<file path="src/rtl/vx_tcu_fedp_ctrl.sv">
// vx_tcu_fedp_ctrl: issue/drain controller around one fixed-latency, enable-gated FEDP lane
//   req_*  : valid/ready request stream (fmt_s, fmt_d, a_row, b_col, c_val, tag)
//   fedp_* : enable plus combinational operand pass-through to the FEDP, fedp_d_val result back
//   rsp_*  : valid/ready response stream from the output FIFO head (d_val, tag, err)
//   busy   : any op in flight or buffered
module vx_tcu_fedp_ctrl #(
  parameter int N          = 4,
  parameter int LATENCY    = 16,
  parameter int TAG_WIDTH  = 8,
  parameter int OBUF_DEPTH = 2,
  parameter int XLEN       = 32
) (
  input  logic                  clk,
  input  logic                  reset,
  input  logic                  req_valid,
  output logic                  req_ready,
  input  logic [2:0]            req_fmt_s,
  input  logic [2:0]            req_fmt_d,
  input  logic [N*XLEN-1:0]     req_a_row,
  input  logic [N*XLEN-1:0]     req_b_col,
  input  logic [XLEN-1:0]       req_c_val,
  input  logic [TAG_WIDTH-1:0]  req_tag,
  output logic                  fedp_enable,
  output logic [2:0]            fedp_fmt_s,
  output logic [2:0]            fedp_fmt_d,
  output logic [N*XLEN-1:0]     fedp_a_row,
  output logic [N*XLEN-1:0]     fedp_b_col,
  output logic [XLEN-1:0]       fedp_c_val,
  input  logic [XLEN-1:0]       fedp_d_val,
  output logic                  rsp_valid,
  input  logic                  rsp_ready,
  output logic [XLEN-1:0]       rsp_d_val,
  output logic [TAG_WIDTH-1:0]  rsp_tag,
  output logic                  rsp_err,
  output logic                  busy
);
  localparam int CW = $clog2(OBUF_DEPTH + 1);
  localparam int PW = $clog2(OBUF_DEPTH);
  if (LATENCY < 1 || OBUF_DEPTH < 2) begin : g_param_check
    $error("vx_tcu_fedp_ctrl: LATENCY must be >=1 and OBUF_DEPTH >=2");
  end
  logic [LATENCY-1:0]   pv, pe;
  logic [TAG_WIDTH-1:0] pt [LATENCY];
  logic [XLEN-1:0]      od [OBUF_DEPTH];
  logic [TAG_WIDTH-1:0] ot [OBUF_DEPTH];
  logic [OBUF_DEPTH-1:0] oe;
  logic [PW-1:0]        rp, wp;
  logic [CW-1:0]        count;
  logic full, stall, req_fire, fmt_err, push, pop;
  assign fedp_fmt_s = req_fmt_s;
  assign fedp_fmt_d = req_fmt_d;
  assign fedp_a_row = req_a_row;
  assign fedp_b_col = req_b_col;
  assign fedp_c_val = req_c_val;
  // Full comes from the count register only, so rsp_ready never reaches req_ready/fedp_enable.
  assign full        = count == CW'(OBUF_DEPTH);
  assign stall       = pv[LATENCY-1] && full;
  assign req_ready   = !stall && !reset;
  assign req_fire    = req_valid && req_ready;
  assign fedp_enable = !stall && !reset && (req_valid || |pv);
  assign fmt_err     = req_fmt_s == 3'd0 || req_fmt_s > 3'd3;
  assign push        = fedp_enable && pv[LATENCY-1];
  assign pop         = rsp_valid && rsp_ready;
  assign rsp_valid   = count != '0;
  assign rsp_d_val   = od[rp];
  assign rsp_tag     = ot[rp];
  assign rsp_err     = oe[rp];
  assign busy        = |pv || rsp_valid;
  always_ff @(posedge clk or posedge reset) begin
    if (reset) begin
      pv    <= '0;
      pe    <= '0;
      rp    <= '0;
      wp    <= '0;
      count <= '0;
    end else begin
      // Shadow pipe tracks the FEDP exactly: it moves only when the FEDP moves.
      if (fedp_enable) begin
        pv <= (pv << 1) | LATENCY'(req_fire);
        pe <= (pe << 1) | LATENCY'(fmt_err);
      end
      if (push) wp <= wp == PW'(OBUF_DEPTH - 1) ? '0 : wp + 1'b1;
      if (pop) rp <= rp == PW'(OBUF_DEPTH - 1) ? '0 : rp + 1'b1;
      count <= count + CW'(push) - CW'(pop);
    end
  end
  always_ff @(posedge clk) begin
    if (fedp_enable) begin
      pt[0] <= req_tag;
      for (int i = 1; i < LATENCY; i++) pt[i] <= pt[i-1];
    end
    if (push) begin
      od[wp] <= pe[LATENCY-1] ? '0 : fedp_d_val;
      ot[wp] <= pt[LATENCY-1];
      oe[wp] <= pe[LATENCY-1];
    end
  end
  always_ff @(posedge clk) begin
    if (!reset) begin
      assert (!(push && full));
      assert (!(pop && count == '0));
    end
  end
endmodule

</file>
<file path="config.mk">
export PLATFORM = sky130hd
export DESIGN_NAME = vx_tcu_fedp_ctrl
export DESIGN_NICKNAME = d
export VERILOG_FILES = /design/src/rtl/vx_tcu_fedp_ctrl.sv
export SDC_FILE = /design/constraint.sdc
export NUM_CORES = 1
export LEC_CHECK = 0
export CAP_MARGIN = 20
export CORE_AREA = 5 5 261 263
export DETAILED_ROUTE_END_ITERATION = 10
export DIE_AREA = 0 0 266 268
export GPL_TIMING_DRIVEN = 1
export PLACE_DENSITY_LB_ADDON = 0.05
export SLEW_MARGIN = 0
export SYNTH_ARGS = -nofsm -noshare
export SYNTH_HDL_FRONTEND = slang
export SYNTH_SLANG_ARGS = --single-unit
</file>
<file path="constraint.sdc">
create_clock -name clk -period 5.3 [get_ports clk]
set_input_delay 0.795 -clock clk [delete_from_list [all_inputs] [get_ports clk]]
set_output_delay 0.795 -clock clk [all_outputs]
set_load 0.02 [all_outputs]
</file>
; After elaboration in Yosys (flattened, before gate mapping)
; Memory sizes are Yosys's and may differ from the RTL's.
; Cells that the tools add are included.
[totals]
register_bits = 38
in_bits = 338
ram_bits = 208
out_inout_bits = 339
latchBits = 0
rom_bits = 0
word_cells = 47
mem_count = 3
[memory_table]
columns = memory, depth, word_bits, read_ports, rd_clocked_by_memory_dff, wr, line
row1 = pt, 16, 8, 16, 0, 16, 43  ; logic [TAG_WIDTH-1:0] pt [LATENCY];
row2 = od, 2, 32, 1, 0, 1, 44  ; logic [XLEN-1:0] od [OBUF_DEPTH];
row3 = ot, 2, 8, 1, 0, 1, 45  ; logic [TAG_WIDTH-1:0] ot [OBUF_DEPTH];
[op_classes]
muxes = 12
n_lt_le_gt_ge = 4
shifts = 0
n_eq_ne = 1
multipliers = 0
bitwise_logic = 2
div_mod_pow = 0
add_sub_neg = 4
n_reduce_logical = 15
[op_table]
columns = cell, count
row1 = 32-bit 2-to-1 mux, 1
row2 = 16-bit by 1-bit OR with 16-bit output, 2
row3 = 16-bit OR reduction, 1
row4 = 1-bit 2-to-1 mux, 9
row5 = 1-bit logical AND, 7
row6 = 1-bit by 2-bit < comparator with 1-bit output (second input constant), 2
row7 = 3-bit by 2-bit > comparator with 1-bit output (second input constant), 1
row8 = 3-bit zero test, 1
row9 = 1-bit logical OR, 3
row10 = 1-bit adder (second input constant), 2
row11 = 2-bit by 1-bit adder with 2-bit output, 1
row12 = 2-bit bitwise mux, 1
row13 = 2-bit equality test (second input constant), 1
row14 = 1-bit zero test, 2
row15 = 2-bit nonzero test, 1
row16 = 2-bit by 1-bit subtractor with 2-bit output, 1
row17 = 1-bit demux with 1-bit select, 1
row18 = 1-bit >= comparator (second input constant), 1

; Longest topological paths before layout
; Gate-level depths: netlist of the first run.
[depth]
ltp_word = 8
depth_mapped = 9
mapped_depth_nobuf = 8

; Worst setup path after synthesis of the first run
; Ideal clock, no wire load.
[synth_timing]
path_type = input port to output port
startpoint = in reset
endpoint = out fedp_enable
path_slack_ps = 532
arrival_time_ps = 3973
stages = 4
path_cell_list = a31oi_1 o21ai_4 buf_12 inv_1
[synth_via]
elab_chain_len = 3
[synth_lines]
columns = element, line
row1 = from (decl), 14  ; input logic reset,
row2 = 1-bit zero test, n/a
row3 = 1-bit logical AND (2 in series), 60  ; assign fedp_enable = !stall && !reset && (req_valid || |pv);
row4 = to (decl), 23  ; output logic fedp_enable,
; No other way between the ends.

; Worst setup path after layout of the first run
[layout_timing]
startpoint = reg pv[10]
endpoint = out fedp_enable
[layout_via]
elab_chain_len = 3
[layout_lines]
columns = element, line
row1 = from (decl), 42  ; logic [LATENCY-1:0] pv, pe;
row2 = from (signal assigned), 79  ; pv <= (pv << 1) | LATENCY'(req_fire);
row3 = 16-bit OR reduction, 60
row4 = 1-bit logical OR, 60
row5 = 1-bit logical AND, 60
; No other way between the ends.

==> results.sh, run 1 <==
export IMPL_total_power_mw=6.13
export IMPL_grt_max_degree=72
export IMPL_final_hold_violation_count=0
export IMPL_areaGrowthSynthToFinish_pct=7.05
export IMPL_path_clk_slew_ps=60
export IMPL_fin_crit_sh_pct=69.8
export IMPL_fmax_mhz=270
export IMPL_start_util_pct=16.4
export IMPL_synth_distinct_cells=25
export IMPL_routabilityCongestion=0.783
export IMPL_ys_ff_latch=246
export IMPL_worstPathCellList="nor4_2 > nand4_2 > o21ai_4 > inv_4 > clkdlybuf4s50_1"
export IMPL_drc=0
export IMPL_grt_pass1_wl_um=70600
export IMPL_grt_total_usage_pct=15.9
export IMPL_min_path_cells=0
export IMPL_antennaDiodeCount=0
export IMPL_max_cap_violations=0
export IMPL_cts_root_buf="clkbuf_16"
export IMPL_switching_power_mw=1.71
export IMPL_crit_family="buffers and inverters"
export IMPL_drt_vias_per_instance=3.26
export IMPL_ir_worst_vdd_uv=187
export IMPL_rows=94
export IMPL_mappedNetlistNets=1022
export IMPL_endpoint_kind="output pin"
export IMPL_netSwitchingFraction_pct=27.8
export IMPL_grt_overflow=0
export IMPL_cts_path_max_buffers=3
export IMPL_stdcell_count=1394
export IMPL_grt_pass1_vias=4777
export IMPL_post_cts_buffers=0
export IMPL_fin_setup_tns_ps=0
export IMPL_seq_area_frac_synth_pct=67.1
export IMPL_die_w_um=266
export IMPL_core_area_mm2=0.0654
export IMPL_crit_arrival_ps=2900
export IMPL_cts_buffers=31
export IMPL_intPower_mw=4.43
export IMPL_dp_hpwl_um=50700
export IMPL_crit_slowest_cell="o21ai_4"
export IMPL_fin_crit_ps=3700
export IMPL_cp_num_cells=5
export IMPL_wl_per_cell_um=43.0
export IMPL_placed_cells=1343
export IMPL_worstSetupStartpointType="register"
export IMPL_clock_latency_ps=580
export IMPL_skew_ps=18.3
export IMPL_yosysWarnings=0
export IMPL_drt_iter0_drc=245
export IMPL_syn_inst=682
export IMPL_cp_required_ps=4510
export IMPL_cpPeakStageDelay_ps=630
export IMPL_p_per_area_mw_per_mm2=533
export IMPL_worstMarginPinSlew_ps=935
export IMPL_p_leak_nw=3.76
export IMPL_die_h_um=268
export IMPL_hold_class="reg -> reg"
export IMPL_drv_slew=0
export IMPL_cp_num_buf_inv=2
export IMPL_num_vias=4551
export IMPL_clock_sinks=246
export IMPL_rrSetupSlack_ps=2540
export IMPL_drtAntennaViolNets=0
export IMPL_rsz0062_at_grt="no"
export IMPL_outcome="finished clean"
export IMPL_critPathMaxFanout=17
export IMPL_avgSynthCellArea_um2=15.8
export IMPL_p_clk_share_pct=32.0
export IMPL_pwr_share_comb_pct=21.1
export IMPL_drive_above_1_share_pct=24.2
export IMPL_cts_hold_buf=0
export IMPL_finish_utilization_pct=17.6
export IMPL_dieArea_mm2=0.0713
export IMPL_antenna_found_initial=0
export IMPL_cts_resized=0
export IMPL_first_pass_iters=4
export IMPL_io_pins=677
export IMPL_seqPwrFrac_pct=46.9
export IMPL_fillers=7102
export IMPL_netlist_area_mm2=0.0107
export IMPL_cts_tree="yes"
export IMPL_port_buffers=94
export IMPL_reg2reg_depth=5
export IMPL_cts_htree_levels=1
export IMPL_critical_path_class="reg -> out"
export IMPL_wirelength_um=60000
export IMPL_relSlewSlack_pct=37.6
export IMPL_setup_viol=0
export IMPL_nNetsFinal=852
## path summary, 6_finish.rpt
kind                            from          end
max in group asynchronous      reset           rp
max reg2reg                   pv[15]    od[1][26]
max                           pv[10]  fedp_enable
min reg2reg                pt[0][44]    pt[0][52]
min                        pt[0][44]    pt[0][52]
min in group asynchronous      reset           rp
## cell usage after synthesis, drive strengths merged
library cell / n / area [um^2]
a22o: 1 / 8.76
a31oi: 1 / 6.26
and2: 1 / 6.26
buf: 297 / 2240
clkbuf: 8 / 30.0
dfrtp: 36 / 901
edfxtp: 210 / 6310
ha: 2 / 25.0
inv: 5 / 18.8
mux2: 72 / 845
nand2: 1 / 3.75
nand4: 1 / 12.5
nor2: 2 / 7.51
nor2b: 32 / 200
nor4: 4 / 58.8
o211ai: 1 / 7.51
o21ai: 1 / 16.3
o21bai: 1 / 7.51
or2: 2 / 12.5
xnor2: 3 / 26.3
xor2: 1 / 8.76
## worst reg2reg max path, stage by stage (launching register included)
cell and delay (ps):
dfrtp_1 450, a31oi_2 200, buf_4 310, o211ai_1 340, nor2_4 630, buf_4 480
## cell type report
class                      count  area (um^2)  area share, %
multi-input combinational    126         1270           11.1
tap                          864         1080           9.40
inverter                       5         21.3          0.185
sequential                   246         7210           62.6
clock inverter                11          111          0.968
timing repair buffer         102         1000           8.70
clock buffer                  40          810           7.04
## routing by layer
| metal | up-vias | global-route usage [%] | wire, um |
|---|---|---|---|
| met2 | 599 | 23.8 | 26200 |
| met1 | 2102 | 11.4 | 14300 |
| met5 | - | 6.00 | 565 |
| met4 | 10 | 4.83 | 2000 |
| met3 | 112 | 21.6 | 16900 |
| li1 | 1728 | - | - |
## registers in the layout (all words and copies together) (netlist names)
register,count
pv,16
count,2
ot,16
od,64
wp,1
rp,1
pt,128
pe,16
oe,2
## cell usage in the layout (no fill, tap or decap)
cell / instances
inv_16: 1
or2_2: 2
nor2b_1: 32
bufinv_16: 2
edfxtp_1: 210
ha_1: 2
buf_4: 8
nor4_4: 1
clkbuf_16: 31
o21bai_1: 1
dfrtp_1: 35
a31oi_2: 1
mux2_2: 63
nor2_4: 2
o21ai_4: 1
clkinv_1: 7
inv_1: 4
o211ai_1: 1
clkbuf_1: 9
mux2_4: 9
a22o_1: 1
clkinv_2: 1
dfrtp_2: 1
nor4_2: 3
nand2_1: 1
xor2_1: 1
clkdlybuf4s50_1: 94
xnor2_1: 3
and2_1: 1
nand4_2: 1
inv_4: 1
## kinds of logic after synthesis
logic type | Yosys count | synth area share, %
xor gates and xnor gates | 4 | 0.326
buffers and inverters | 310 | 21.3
muxes | 72 | 7.86
AOI/OAI and AO/OA | 5 | 0.431
and+or+nand+nor | 43 | 2.81
adders and majority gates | 2 | 0.233
DFF | 246 | 67.1
## stage by stage
step / cell area, um^2 / hold slack (ps) / worst slack (ps)
global route: 11500 / 419 / 1360
CTS: 11500 / 411 / 1440
global placement: 10600 / 401 / 1690
detailed placement: 10600 / 405 / 1670
finish: 11500 / 416 / 1600
floorplan: 10700 / 400 / 532
## power by group through the flow
stage / logic, mW / registers [mW] / clock network, mW
global placement: 1.33 / 2.92 / 0
detailed placement: 1.34 / 2.93 / 0
global route: 1.40 / 2.93 / 2.13
finish: 1.30 / 2.88 / 1.96
CTS: 1.35 / 2.89 / 2.06
floorplan: 1.13 / 2.84 / 0
(Power assumes the default switching activity.)
==> run 2, diff against run 1 <==
Clock period 5.3 ns to 3.2 ns, I/O delays scaled along.
==> results.sh, run 2 (synthesized netlist as in run 1, its figures left out) <==
export IMPL_cts_htree_levels=1
export IMPL_cpPeakStageDelay_ps=550
export IMPL_p_leak_nw=3.82
export IMPL_stdcell_count=1403
export IMPL_core_area_mm2=0.0654
export IMPL_cts_resized=1
export IMPL_post_place_ws_ps=519
export IMPL_drv_slew=0
export IMPL_worstSetupStartpointType="register"
export IMPL_grt_pass1_wl_um=68600
export IMPL_nNetsFinal=855
export IMPL_dieArea_mm2=0.0713
export IMPL_fmax_mhz=341
export IMPL_skew_ps=19.4
export IMPL_cp_num_buf_inv=1
export IMPL_cts_tree="yes"
export IMPL_cts_path_max_buffers=3
export IMPL_placed_cells=1346
export IMPL_hold_ws_ps=413
export IMPL_start_util_pct=16.4
export IMPL_fin_crit_ps=2930
export IMPL_outcome="finished clean"
export IMPL_critPathMaxFanout=4
export IMPL_fin_crit_sh_pct=91.6
export IMPL_rows=94
export IMPL_first_pass_iters=4
export IMPL_rsz0062_at_grt="no"
export IMPL_die_w_um=266
export IMPL_p_per_area_mw_per_mm2=880
export IMPL_grt_total_usage_pct=15.4
export IMPL_fillers=7101
export IMPL_worstMarginPinSlew_ps=914
export IMPL_dp_hpwl_um=48400
export IMPL_fin_setup_tns_ps=0
export IMPL_drtAntennaViolNets=0
export IMPL_relSlewSlack_pct=39.0
export IMPL_num_vias=4471
export IMPL_antennaDiodeCount=0
export IMPL_wirelength_um=57700
export IMPL_cp_num_cells=4
export IMPL_drt_vias_per_instance=3.19
export IMPL_final_common_cell="edfxtp_1"
export IMPL_io_pins=677
export IMPL_multi_input_comb_area_mm2=0.00127
export IMPL_total_power_mw=10.2
export IMPL_setup_ws_ps=270
export IMPL_drt_iter0_drc=234
export IMPL_drc=0
export IMPL_grt_max_degree=129
export IMPL_final_seq_area_mm2=0.00721
export IMPL_wl_per_cell_um=41.1
export IMPL_cts_root_buf="clkbuf_16"
export IMPL_regMostFlops="pt"
export IMPL_areaGrowthSynthToFinish_pct=8.20
export IMPL_post_cts_buffers=0
export IMPL_grt_pass1_vias=4872
export IMPL_crit_slowest_cell="clkdlybuf4s50_1"
export IMPL_antenna_found_initial=0
export IMPL_crit_arrival_ps=2450
export IMPL_clock_sinks=246
export IMPL_critical_path_class="reg -> out"
export IMPL_port_buffers=94
export IMPL_max_cap_violations=0
export IMPL_final_cell_mix="edfxtp_1, clkdlybuf4s50_1, mux2_2"
export IMPL_crit_family="simple AND/OR/NAND/NOR gates"
export IMPL_setup_viol=0
export IMPL_drive_above_1_share_pct=26.2
export IMPL_clock_latency_ps=560
export IMPL_endpoint_kind="output pin"
export IMPL_reg2reg_depth=5
export IMPL_routabilityCongestion=0.819
export IMPL_cp_required_ps=2720
export IMPL_hold_class="reg -> reg"
export IMPL_top_regs="pt x128, od x64"
export IMPL_cts_buffers=31
export IMPL_grt_overflow=0
export IMPL_rrSetupSlack_ps=970
export IMPL_min_path_cells=0
export IMPL_largest_reg_flops=128
export IMPL_final_hold_violation_count=0
export IMPL_cts_hold_buf=0
export IMPL_ir_worst_vdd_uv=378
export IMPL_path_clk_slew_ps=60
export IMPL_worstPathCellList="nor4_2 > nand4_2 > or2_2 > clkdlybuf4s50_1"
export IMPL_die_h_um=268
==> run 2: cell count changes in the layout (fill, tap and decap cells not counted), sizes merged, moves of 2 or more <==
cell,previous run,this run
clkinv,8,10
clkbuf,40,44
buf,8,11
clkinvlp,0,3
inv,6,4
==> run 2: metal layers <==
metal / GRT usage [%] / up-vias / share of wire (%)
li1: - / 1744 / -
met3: 20.3 / 100 / 28
met4: 3.74 / 6 / 2.6
met5: 2.77 / - / 0.32
met2: 23.9 / 581 / 45
met1: 11.2 / 2040 / 25
==> run 2: cell type report <==
| type | count | share of cell area [%] |
|---|---|---|
| clock buffer | 44 | 7.53 |
| clock inverter | 13 | 0.818 |
| inverter | 5 | 0.194 |
| multi-input combinational | 126 | 11.0 |
| sequential | 246 | 62.0 |
| tap | 864 | 9.30 |
| timing repair buffer | 105 | 9.22 |
==> run 2: worst paths after layout <==
kind                       startpoint         to
setup / recovery               pv[10]       busy
hold / removal              pt[1][33]  pt[1][41]
setup reg to reg               pv[10]  pt[1][21]
hold reg to reg             pt[1][33]  pt[1][41]
max in group asynchronous       reset      pe[1]
min in group asynchronous       reset   count[1]
==> run 2: where the power goes <==
group,leakage [nW],internal (mW),switching [mW]
clock,0.473,1.97,1.34
combinational,0.924,1.04,1.15
sequential,2.42,4.42,0.314
==> run 2: worst reg2reg max path, stage by stage, from the launching register on <==
cell and delay, ps:
dfrtp_1 390, nor4_2 340, nand4_2 240, o21ai_4 290, clkinvlp_4 210, buf_12 320
==> run 2: through the flow <==
step           util [%]  cell area (um^2)
6_report           17.8             11600
5_1_grt            17.8             11600
4_1_cts            17.8             11600
3_5_place_dp       16.3             10700
3_3_place_gp       16.3             10700
2_1_floorplan         -             10800
